## config.mk

```make
export PLATFORM = sky130hd
export DESIGN_NAME = aurora_block_sync_ctrl_flat
export DESIGN_NICKNAME = d
export VERILOG_FILES = /design/src/rtl/aurora_block_sync_if.sv /design/src/rtl/aurora_block_sync_ctrl.sv /design/src/flat_wrapper.sv
export SDC_FILE = /design/constraint.sdc
export NUM_CORES = 1
export LEC_CHECK = 0
export BUFFER_PORTS_ARGS = -buffer_cell sky130_fd_sc_hd__buf_4
export CORE_UTILIZATION = 30
export CTS_BUF_LIST = sky130_fd_sc_hd__clkbuf_2
export CTS_CLUSTER_SIZE = 12
export DETAILED_ROUTE_END_ITERATION = 10
export SLEW_MARGIN = 5
export SYNTH_ARGS = -nofsm -noshare
export SYNTH_HDL_FRONTEND = slang
export SYNTH_SLANG_ARGS = --single-unit
```

## constraint.sdc

```tcl
create_clock -name clk_rx_i -period 2.2 [get_ports clk_rx_i]
set_input_delay 0.44 -clock clk_rx_i [delete_from_list [all_inputs] [get_ports clk_rx_i]]
set_output_delay 0.44 -clock clk_rx_i [all_outputs]
set_load 0.02 [all_outputs]
```

## src/rtl/aurora_block_sync_if.sv

```systemverilog
// Sync-header bus between the lane gearbox and the block-sync controller.
// The gearbox side drives headers and receives slip requests and status.
interface aurora_block_sync_if #(
  parameter int SLIP_W = 7
);
  logic [1:0]        header_i;
  logic              header_valid_i;
  logic              slip_o;
  logic              locked_o;
  logic [1:0]        state_o;
  logic [SLIP_W-1:0] slip_cnt_o;
  logic              rot_fail_o;
  logic [7:0]        lock_loss_cnt_o;

  modport master (
    output header_i, header_valid_i,
    input  slip_o, locked_o, state_o, slip_cnt_o, rot_fail_o, lock_loss_cnt_o
  );

  modport slave (
    input  header_i, header_valid_i,
    output slip_o, locked_o, state_o, slip_cnt_o, rot_fail_o, lock_loss_cnt_o
  );
endinterface

```

## src/rtl/aurora_block_sync_ctrl.sv

```systemverilog
// 64b/66b block alignment: hunts for consecutive valid sync headers, bit-slips
// the gearbox on errors and monitors the header error rate once locked.
module aurora_block_sync_ctrl #(
  parameter int LOCK_COUNT = 64,
  parameter int WIN_SIZE   = 1024,
  parameter int ERR_MAX    = 16,
  parameter int SLIP_WAIT  = 16,
  parameter int N_SLIP     = 66
) (
  input  logic                clk_rx_i,
  input  logic                rst_i,
  input  logic                enable_i,
  aurora_block_sync_if.slave  bus_if
);
  localparam int GOOD_W = $clog2(LOCK_COUNT + 1);
  localparam int WIN_W  = $clog2(WIN_SIZE + 1);
  localparam int ERR_W  = $clog2(ERR_MAX + 1);
  localparam int WAIT_W = $clog2(SLIP_WAIT + 1);
  localparam int SLIP_W = $clog2(N_SLIP + 1);

  typedef enum logic [1:0] {
    HUNT   = 2'b00,
    SLIP   = 2'b01,
    WAIT   = 2'b10,
    LOCKED = 2'b11
  } state_e;

  state_e            state_q;
  logic [GOOD_W-1:0] good_cnt_q;
  logic [WIN_W-1:0]  win_cnt_q;
  logic [ERR_W-1:0]  err_cnt_q;
  logic [WAIT_W-1:0] wait_cnt_q;
  logic [SLIP_W-1:0] slip_cnt_q, slip_cnt_d;
  logic              rot_fail_q, rot_fail_d;
  logic [7:0]        lock_loss_q;
  logic              hdr_ok;

  assign hdr_ok = bus_if.header_i[1] ^ bus_if.header_i[0];

  // Slip counter value and sticky rotation flag used whenever SLIP is entered
  always_comb begin
    slip_cnt_d = slip_cnt_q + 1'b1;
    rot_fail_d = rot_fail_q;
    if (slip_cnt_q == SLIP_W'(N_SLIP - 1)) begin
      slip_cnt_d = '0;
      rot_fail_d = 1'b1;
    end
  end

  always_ff @(posedge clk_rx_i or posedge rst_i) begin
    if (rst_i) begin
      state_q     <= HUNT;
      good_cnt_q  <= '0;
      win_cnt_q   <= '0;
      err_cnt_q   <= '0;
      wait_cnt_q  <= '0;
      slip_cnt_q  <= '0;
      rot_fail_q  <= 1'b0;
      lock_loss_q <= '0;
    end else if (!enable_i) begin
      state_q    <= HUNT;
      good_cnt_q <= '0;
      win_cnt_q  <= '0;
      err_cnt_q  <= '0;
      wait_cnt_q <= '0;
      slip_cnt_q <= '0;
    end else begin
      case (state_q)
        HUNT: begin
          if (bus_if.header_valid_i) begin
            if (!hdr_ok) begin
              good_cnt_q <= '0;
              state_q    <= SLIP;
              slip_cnt_q <= slip_cnt_d;
              rot_fail_q <= rot_fail_d;
            end else if (good_cnt_q == GOOD_W'(LOCK_COUNT - 1)) begin
              good_cnt_q <= '0;
              win_cnt_q  <= '0;
              err_cnt_q  <= '0;
              state_q    <= LOCKED;
            end else begin
              good_cnt_q <= good_cnt_q + 1'b1;
            end
          end
        end
        SLIP: begin
          wait_cnt_q <= '0;
          state_q    <= WAIT;
        end
        WAIT: begin
          if (wait_cnt_q == WAIT_W'(SLIP_WAIT - 1)) begin
            wait_cnt_q <= '0;
            good_cnt_q <= '0;
            state_q    <= HUNT;
          end else begin
            wait_cnt_q <= wait_cnt_q + 1'b1;
          end
        end
        LOCKED: begin
          // Loss of lock is checked before the window wrap so it wins a tie
          if (bus_if.header_valid_i) begin
            if (!hdr_ok && (err_cnt_q == ERR_W'(ERR_MAX - 1))) begin
              win_cnt_q  <= '0;
              err_cnt_q  <= '0;
              state_q    <= SLIP;
              slip_cnt_q <= slip_cnt_d;
              rot_fail_q <= rot_fail_d;
              if (lock_loss_q != 8'hFF) lock_loss_q <= lock_loss_q + 8'd1;
            end else if (win_cnt_q == WIN_W'(WIN_SIZE - 1)) begin
              win_cnt_q <= '0;
              err_cnt_q <= '0;
            end else begin
              win_cnt_q <= win_cnt_q + 1'b1;
              if (!hdr_ok) err_cnt_q <= err_cnt_q + 1'b1;
            end
          end
        end
        default: state_q <= HUNT;
      endcase
    end
  end

  assign bus_if.slip_o          = (state_q == SLIP);
  assign bus_if.locked_o        = (state_q == LOCKED);
  assign bus_if.state_o         = state_q;
  assign bus_if.slip_cnt_o      = slip_cnt_q;
  assign bus_if.rot_fail_o      = rot_fail_q;
  assign bus_if.lock_loss_cnt_o = lock_loss_q;
endmodule

```

## src/flat_wrapper.sv

```systemverilog
// flat-port wrapper written by rule: the top's interface ports become plain ports
module aurora_block_sync_ctrl_flat 
#(
  parameter int LOCK_COUNT = 64,
  parameter int WIN_SIZE   = 1024,
  parameter int ERR_MAX    = 16,
  parameter int SLIP_WAIT  = 16,
  parameter int N_SLIP     = 66
)
  (clk_rx_i, rst_i, enable_i, bus_if_header_i, bus_if_header_valid_i, bus_if_slip_o, bus_if_locked_o, bus_if_state_o, bus_if_slip_cnt_o, bus_if_rot_fail_o, bus_if_lock_loss_cnt_o);
  aurora_block_sync_if bus_if_i ();
  input  logic clk_rx_i;
  input  logic rst_i;
  input  logic enable_i;
  input wire logic [$bits(bus_if_i.header_i)-1:0] bus_if_header_i;
  input wire logic [$bits(bus_if_i.header_valid_i)-1:0] bus_if_header_valid_i;
  output wire logic [$bits(bus_if_i.slip_o)-1:0] bus_if_slip_o;
  output wire logic [$bits(bus_if_i.locked_o)-1:0] bus_if_locked_o;
  output wire logic [$bits(bus_if_i.state_o)-1:0] bus_if_state_o;
  output wire logic [$bits(bus_if_i.slip_cnt_o)-1:0] bus_if_slip_cnt_o;
  output wire logic [$bits(bus_if_i.rot_fail_o)-1:0] bus_if_rot_fail_o;
  output wire logic [$bits(bus_if_i.lock_loss_cnt_o)-1:0] bus_if_lock_loss_cnt_o;
  assign bus_if_i.header_i = bus_if_header_i;
  assign bus_if_i.header_valid_i = bus_if_header_valid_i;
  assign bus_if_slip_o = bus_if_i.slip_o;
  assign bus_if_locked_o = bus_if_i.locked_o;
  assign bus_if_state_o = bus_if_i.state_o;
  assign bus_if_slip_cnt_o = bus_if_i.slip_cnt_o;
  assign bus_if_rot_fail_o = bus_if_i.rot_fail_o;
  assign bus_if_lock_loss_cnt_o = bus_if_i.lock_loss_cnt_o;
  aurora_block_sync_ctrl #(.LOCK_COUNT(LOCK_COUNT), .WIN_SIZE(WIN_SIZE), .ERR_MAX(ERR_MAX), .SLIP_WAIT(SLIP_WAIT), .N_SLIP(N_SLIP)) u_core (.clk_rx_i(clk_rx_i), .rst_i(rst_i), .enable_i(enable_i), .bus_if(bus_if_i));
endmodule
```

**Word level (Yosys, flattened, before mapping)**

Index checks and enable logic that the tools add are counted.

- Register bits: 46
- Logic and storage cells: 98

- Add/sub/neg operators: 6
- Eq/ne operators: 25
- Muxes and demuxes: 47
- Bitwise gates (word level): 1
- Reductions and logical operators: 11

Operators by type and width:

| cell | number |
|---|---|
| $mux 11 | 7 |
| $mux 7 | 11 |
| $mux 5 | 10 |
| $pmux 7 s2 | 2 |
| $pmux 11 s2 | 1 |
| $pmux 5 s2 | 2 |
| $reduce_and 5->1 | 4 |
| $add 7x1->7 const B | 2 |
| $mux 2 | 7 |
| $ne 3x2->1 const B | 4 |
| $reduce_and 6->1 | 2 |
| $add 11x1->11 const B | 1 |
| $eq 11x10->1 const B | 1 |
| $add 5x1->5 const B | 2 |
| $eq 5x4->1 const B | 2 |
| $ne 3x1->1 const B | 3 |
| $ne 3x3->1 const B | 3 |
| $add 8x1->8 const B | 1 |
| $ne 8x8->1 const B | 1 |
| $pmux 2 s4 | 1 |
| $eq 7x6->1 const B | 1 |
| $eq 7x7->1 const B | 1 |
| $ne 2x2->1 const B | 3 |
| $mux 1 | 5 |
| other kinds (12) | 13 |

**Depth between registers and ports, before layout**

Gate-level depths: netlist of run 1.

- Word-level depth: 7
- Mapped depth: 9
- Gate-level depth less buffers: 8

**Worst setup path before layout of run 1**

OpenSTA, ideal clock, no wires.

- Path type: register to register
- Start point: reg u_core.state_q[1] (netlist: u_core.bus_if.state_o[1])
- End point: reg u_core.win_cnt_q[3]
- Arrival: 2.124 ns
- Slack: 0.007 ns
- Stages on the path, launching flop included: 8
- Buffers on the path: 1
- Period minus slack after synthesis: 2.193 ns
- Path through: dfrtp_1 -> ha_1 -> nand2_1 -> a21o_1 -> or2_0 -> clkbuf_2 -> or4_1 -> nand3_1

- Longest elaborated chain between the ends: 3
- Elaborated cells between the ends (all ways): 10

RTL lines:

| item | RTL line | RTL |
|---|---|---|
| from (decl) | aurora_block_sync_ctrl.sv:28 | `state_e state_q;` |
| from (signal assigned) | aurora_block_sync_ctrl.sv:52 | `state_q <= HUNT;` |
| from (signal assigned) | aurora_block_sync_ctrl.sv:61 | `state_q <= HUNT;` |
| from (signal assigned) | aurora_block_sync_ctrl.sv:73 | `state_q <= SLIP;` |
| $eq 2x2->1 * | n/a |  |
| net bus_if_locked_o | flat_wrapper.sv:18 | `output wire logic [$bits(bus_if_i.locked_o)-1:0] bus_if_locked_o;` |
| $ne 3x1->1 (no line), or another cell as far along | n/a |  |
| $reduce_and 5->1 (no line) or $mux 11 (tied branches) | n/a |  |
| to (signal assigned) | aurora_block_sync_ctrl.sv:113 | `win_cnt_q <= win_cnt_q + 1'b1;` |
| to (decl) | aurora_block_sync_ctrl.sv:30 | `logic [WIN_W-1:0] win_cnt_q;` |

Mark *: on every way through the listed nets, which the timed path passes. The rest lies on a longest branch.
A chain may end at the register's enable or synchronous reset.

**Worst setup path after layout of run 1**

- Start point: reg u_core.err_cnt_q[0]
- End point: reg u_core.win_cnt_q[3]

- Longest elaborated chain between the ends: 6

RTL lines:

| item | RTL line | RTL |
|---|---|---|
| from (decl) | aurora_block_sync_ctrl.sv:31 | `logic [ERR_W-1:0] err_cnt_q;` |
| from (signal assigned) | aurora_block_sync_ctrl.sv:114 | `if (!hdr_ok) err_cnt_q <= err_cnt_q + 1'b1;` |
| $eq 5x4->1 | aurora_block_sync_ctrl.sv:102 | `if (!hdr_ok && (err_cnt_q == ERR_W'(ERR_MAX - 1))) begin` |
| $logic_and 1x1->1 | aurora_block_sync_ctrl.sv:102 |  |
| $mux 11 | aurora_block_sync_ctrl.sv:102 |  |
| $mux 11 | aurora_block_sync_ctrl.sv:101 | `if (bus_if.header_valid_i) begin` |
| $pmux 11 s2 | aurora_block_sync_ctrl.sv:68 | `case (state_q)` |
| $mux 11 | aurora_block_sync_ctrl.sv:60 | `end else if (!enable_i) begin` |

No other way between the ends. The select of a mux whose other input is x is not followed.

==> results of run 1 <==
stage by stage:
step	TNS, ps	hold slack, ps	area (µm²)	cells
6_report	0	49.4	3080	418
5_1_grt	-55.6	48.6	3080	418
4_1_cts	0	48.4	3020	416
3_5_place_dp	0	473	2980	409
3_3_place_gp	0	473	2980	409
2_1_floorplan	0	449	2550	269
final cells by class:
class,count,area share
Multi-Input combinational cell,209,0.450
Timing Repair Buffer,42,0.111
Inverter,9,0.0110
Clock buffer,5,0.00814
Clock inverter,2,0.00325
Tap cell,105,0.0427
Sequential cell,46,0.374
report_power, final:
part / total, µW / internal (µW) / switching [µW]
Sequential: 962 / 899 / 63.0
Clock: 338 / 69.2 / 269
Combinational: 632 / 271 / 361
Total: 1930 / 1240 / 693
registers in the layout, indices dropped and copies added, names as in the netlist:
signal	count
u_core.bus_if.lock_loss_cnt_o	8
u_core.bus_if.rot_fail_o	1
u_core.bus_if.slip_cnt_o	7
u_core.bus_if.state_o	2
u_core.err_cnt_q	5
u_core.good_cnt_q	7
u_core.wait_cnt_q	5
u_core.win_cnt_q	11
what timing repair did:
| action | 4_1_cts | 5_1_grt |
|---|---|---|
| endpoints found under the setup margin | 0 | 17 |
| gates resized for setup | 0 | 12 |
| setup buffers | 0 | 2 |
Yosys cell counts, types with 4 or more instances:
cell type / count / share of area
a21o_1: 5 / 0.015
a22o_1: 5 / 0.017
and3_1: 4 / 0.0098
dfrtp_1: 46 / 0.45
ha_1: 13 / 0.064
inv_1: 9 / 0.013
mux2i_1: 4 / 0.016
nand2_1: 31 / 0.046
nand2b_1: 8 / 0.020
nand3_1: 19 / 0.037
nand4_1: 7 / 0.017
nor2_1: 16 / 0.024
nor2b_1: 6 / 0.015
nor3_1: 6 / 0.012
o211ai_1: 6 / 0.018
o21ai_0: 27 / 0.053
o31ai_1: 8 / 0.024
xnor2_1: 6 / 0.021
cells by family (layout without fill, tap and decap cells):
family / after synthesis / count (layout) / share of synthesized area
XOR/XNOR: 9 / 9 / 0.0338
flip-flops: 46 / 46 / 0.451
adder cells (fa/ha/maj): 13 / 13 / 0.0637
buffers and inverters: 14 / 58 / 0.0240
multiplexers: 6 / 6 / 0.0245
AND/OR/NAND/NOR: 113 / 113 / 0.226
AO/OA/AOI/OAI: 68 / 68 / 0.178
per-layer routing:
layer,vias to the layer above,track usage
li1,1069,-
met5,-,0
met1,1023,0.178
met2,27,0.205
met4,0,0.0333
met3,2,0.0243
how the worst min path moves through the flow:
stage,cells past startpoint,from,to
after floorplan,1,u_core.good_cnt_q[6],u_core.good_cnt_q[6]
after detailed placement,1,u_core.good_cnt_q[6],u_core.good_cnt_q[6]
after global placement,1,u_core.good_cnt_q[6],u_core.good_cnt_q[6]
after global routing,2,rst_i,u_core.bus_if.lock_loss_cnt_o[0]
after CTS,2,rst_i,u_core.bus_if.lock_loss_cnt_o[4]
final,2,rst_i,u_core.win_cnt_q[4]
==> results.cfg, run 1 <==
[run_status]
status = finished, final reports clean

[clock_network]
clk_pin_slew_worst_paths_ps = 230
clockBufferDepth = 2
insertion_delay_ps = 400
cts_buffers = 5
cts_hold_buf = 0
cts_tree = built
cts_root_buffer = clkbuf_2
cts.sinks = 46
h-tree-depth = 2

[sta]
timing.final.ws_setup_ps = 97.7
fmax_mhz = 476
skew_ps = 13.0
setup_viol = 0
tightest_slew_ps = 553
period_share = 0.956
hold_viol = 0
period_minus_slack_ps = 2100
slew_viol_final = 0
max_slew_margin = 0.631

[synthesis]
ys_seq_elements = 46
synth_edf_count = 0
synthArstFlopShare = 1.00
ys_types = 45
syn_area_per_cell_um2 = 9.50
syn_inst = 269
netlist_area_um2 = 2550
synth-seq-area-share = 0.451
ys_warn_count = 0
synth_nets = 288
synth_ff_type = dfrtp_1

[setup_path]
r2r-start = u_core.err_cnt_q[0]
cp-startpoint = u_core.err_cnt_q[0]
path_class = flip-flop to flip-flop
crit_buf_inv = 0
path_common_cell = ha_2
critical_path.cell_chain = ha_2, and3_1, ha_2, a21o_1, or2_4, or4_1, nand3_1
slowest_delay_ps = 470
worstPathMaxFanout = 4
start_kind = flip-flop
cpLargestDelayFamily = simple AND/OR/NAND/NOR gates
worstReg2RegEnd = u_core.win_cnt_q[3]
worst-path-stages = 7
crit_slowest_cell = dfrtp_1
arrival_ps = 2460
worstRegToRegCells = 7
cp.required_ps = 2560
end_kind = flip-flop
endpoint = u_core.win_cnt_q[3]
r2r_slack_ps = 100

[floorplan]
num_io_pins = 26
coreArea_um2 = 8220
chipWidth_um = 94.3
fp.dieH_um = 94.3
initial_utilization = 0.311
std_cell_rows = 33
die-area_um2 = 8890

[hold_path]
hold_path_class = input port to async pin

[routing]
viasPerCell = 5.07
wl_met1_um = 2660
postRouteAntennaNets = 0
wl_per_cell_um = 12.9
first_pass_iters = 6
drt_wl_total_um = 5390
vias = 2121
wl_met3_um = 129
top_layer = met4
drt-initial-drc-count = 108
wl_met2_um = 2580
drc_errors = 0

[finish]
layout_commonest_cell = dfrtp_1
n_antenna_cell = 0
final_core_util = 0.374
regArea_um2 = 1150
layout_common_cells = 46 x dfrtp_1, 40 x buf_4, 31 x nand2_1, 27 x o21ai_0, 19 x nand3_1
multi_input_area_um2 = 1380
nets = 332
drive_above_1_share = 0.227
fillers = 850
synthToLayoutAreaGrowth_pct = 20.4

[global_routing]
grt_pass1_vias = 1963
grt_max_degree = 25
grt_pass1_wl_um = 9170
track_usage = 0.129
overflow = 0
grt_antenna_before_repair = 0

[power]
p_per_area_nw_per_um2 = 628
ir_drop_uv = 280
leakage_uw = 0.00140
power.total_uw = 1930

[place]
place_ws_ps = 50.7
gp_congestion = 0.778
io_buffers = 25
place_hpwl_um = 3790

[job]
drv_cap = 0
Note: power is estimated with default switching activity, not from simulation.
==> inputs of run 2 (changes only) <==
--- a/config.mk
+++ b/config.mk
@@ -6,7 +6,8 @@
 export NUM_CORES = 1
 export LEC_CHECK = 0
 export BUFFER_PORTS_ARGS = -buffer_cell sky130_fd_sc_hd__buf_4
-export CORE_UTILIZATION = 30
+export CORE_MARGIN = 4
+export CORE_UTILIZATION = 44
 export CTS_BUF_LIST = sky130_fd_sc_hd__clkbuf_2
 export CTS_CLUSTER_SIZE = 12
 export DETAILED_ROUTE_END_ITERATION = 10
==> run 2 against run 1 <==
Compared with the run above: combinational power fell by 1%; cell count fell by 7.2%; clock skew is 1.1 ps higher; maximum frequency down 0.57%; largest cell class unchanged; highest routed layer unchanged.
==> results.cfg, run 2 (synthesized netlist as in run 1, its figures left out) <==
[finish]
design_area_um2 = 3060
synthToLayoutAreaGrowth_pct = 19.8
multi_input_area_um2 = 1380
layout_common_cells = 46 x dfrtp_1, 43 x buf_4, 31 x nand2_1, 27 x o21ai_0, 19 x nand3_1
regArea_um2 = 1150
largest_register = u_core.win_cnt_q
nets = 334
largest_reg_flops = 11
final_core_util = 0.549
drive_above_1_share = 0.225
layout_commonest_cell = dfrtp_1
fillers = 522
n_antenna_cell = 0

[job]
drv_cap = 0

[sta]
slew_viol_final = 0
skew_ps = 14.1
rsz0062_at_grt = no
setup_tns_ps = 0
tightest_slew_ps = 582
setup_viol = 0
fmax_mhz = 473
period_share = 0.961
period_minus_slack_ps = 2110
hold_viol = 0
hold_slack_ps = 138
max_slew_margin = 0.612

[floorplan]
fp.dieH_um = 84.2
num_io_pins = 26
initial_utilization = 0.458
coreArea_um2 = 5570
die-area_um2 = 7090
std_cell_rows = 27
chipWidth_um = 84.2

[routing]
wl_per_cell_um = 13.5
drc_errors = 0
postRouteAntennaNets = 0
drt-initial-drc-count = 92
first_pass_iters = 5
vias = 2114
viasPerCell = 5.45
drt_wl_total_um = 5240

[place]
gp_congestion = 0.805
io_buffers = 25
place_area_um2 = 2940
place_hpwl_um = 3640

[clock_network]
insertion_delay_ps = 410
cts_tree = built
cts_hold_buf = 0
clockBufferDepth = 2
cts.sinks = 46
h-tree-depth = 2
cts_buffers = 5
cts_root_buffer = clkbuf_2
clk_pin_slew_worst_paths_ps = 250

[hold_path]
hold_path_class = input port to async pin

[global_routing]
grt_pass1_wl_um = 9320
overflow = 0
grt_max_degree = 47
track_usage = 0.159
grt_pass1_vias = 2031
grt_antenna_before_repair = 0

[setup_path]
start_kind = flip-flop
path_class = flip-flop to flip-flop
worstPathMaxFanout = 4
cp.required_ps = 2540
arrival_ps = 2450
end_kind = flip-flop

[power]
leakage_uw = 0.00141
p_per_area_nw_per_um2 = 674
ir_drop_uv = 346

[run_status]
status = finished, final reports clean
-- run 2: critical path, stage by stage, from the launching register on --
cell and delay, ps:
dfrtp_1 450, ha_2 200, and3_1 180, ha_2 190, a21o_1 220, or4_2 640, o21ai_0 180
-- run 2: layout make-up --
| cell class | instances | area share |
|---|---|---|
| clock buffer | 6 | 0.00981 |
| inverter | 9 | 0.0110 |
| clock inverter | 2 | 0.0123 |
| timing repair buffer | 44 | 0.112 |
| tap | 72 | 0.0294 |
| sequential | 46 | 0.376 |
| multi-input combinational | 209 | 0.450 |
-- run 2: per-stage QoR --
stage,power (µW),std cells,setup slack [ps]
6_report,2060,388,85.5
2_1_floorplan,1360,269,6.81
3_5_place_dp,1580,377,44.5
5_1_grt,2210,388,9.97
4_1_cts,2070,386,28.8
3_3_place_gp,1580,377,89.3
-- run 2: what timing repair did --
item,4_1_cts,5_1_grt
setup endpoints to repair,2,16
pin swaps,0,2
setup buffers,1,2
gates resized for setup,0,9
-- run 2: final timing paths --
kind | cells after the start | endpoint | slack [ps] | from
max | 6 | u_core.win_cnt_q[8] | 90 | u_core.err_cnt_q[0]
min | 3 | u_core.err_cnt_q[2] | 140 | rst_i
max reg2reg | 6 | u_core.win_cnt_q[8] | 90 | u_core.err_cnt_q[0]
min reg2reg | 1 | u_core.good_cnt_q[6] | 510 | u_core.good_cnt_q[6]
max in group asynchronous | 3 | u_core.win_cnt_q[8] | 1680 | rst_i
min in group clk_rx_i | 3 | u_core.wait_cnt_q[4] | 310 | enable_i
-- run 2: per-layer routing --
layer | track usage | share of wire
met5 | 0 | 0
met4 | 0.0482 | 0.013
met3 | 0.0363 | 0.031
met2 | 0.254 | 0.46
met1 | 0.215 | 0.50
-- run 2: where the power goes --
part	switching (µW)	internal [µW]	total [µW]
Clock	283	196	479
Combinational	350	275	625
Sequential	61.1	899	960
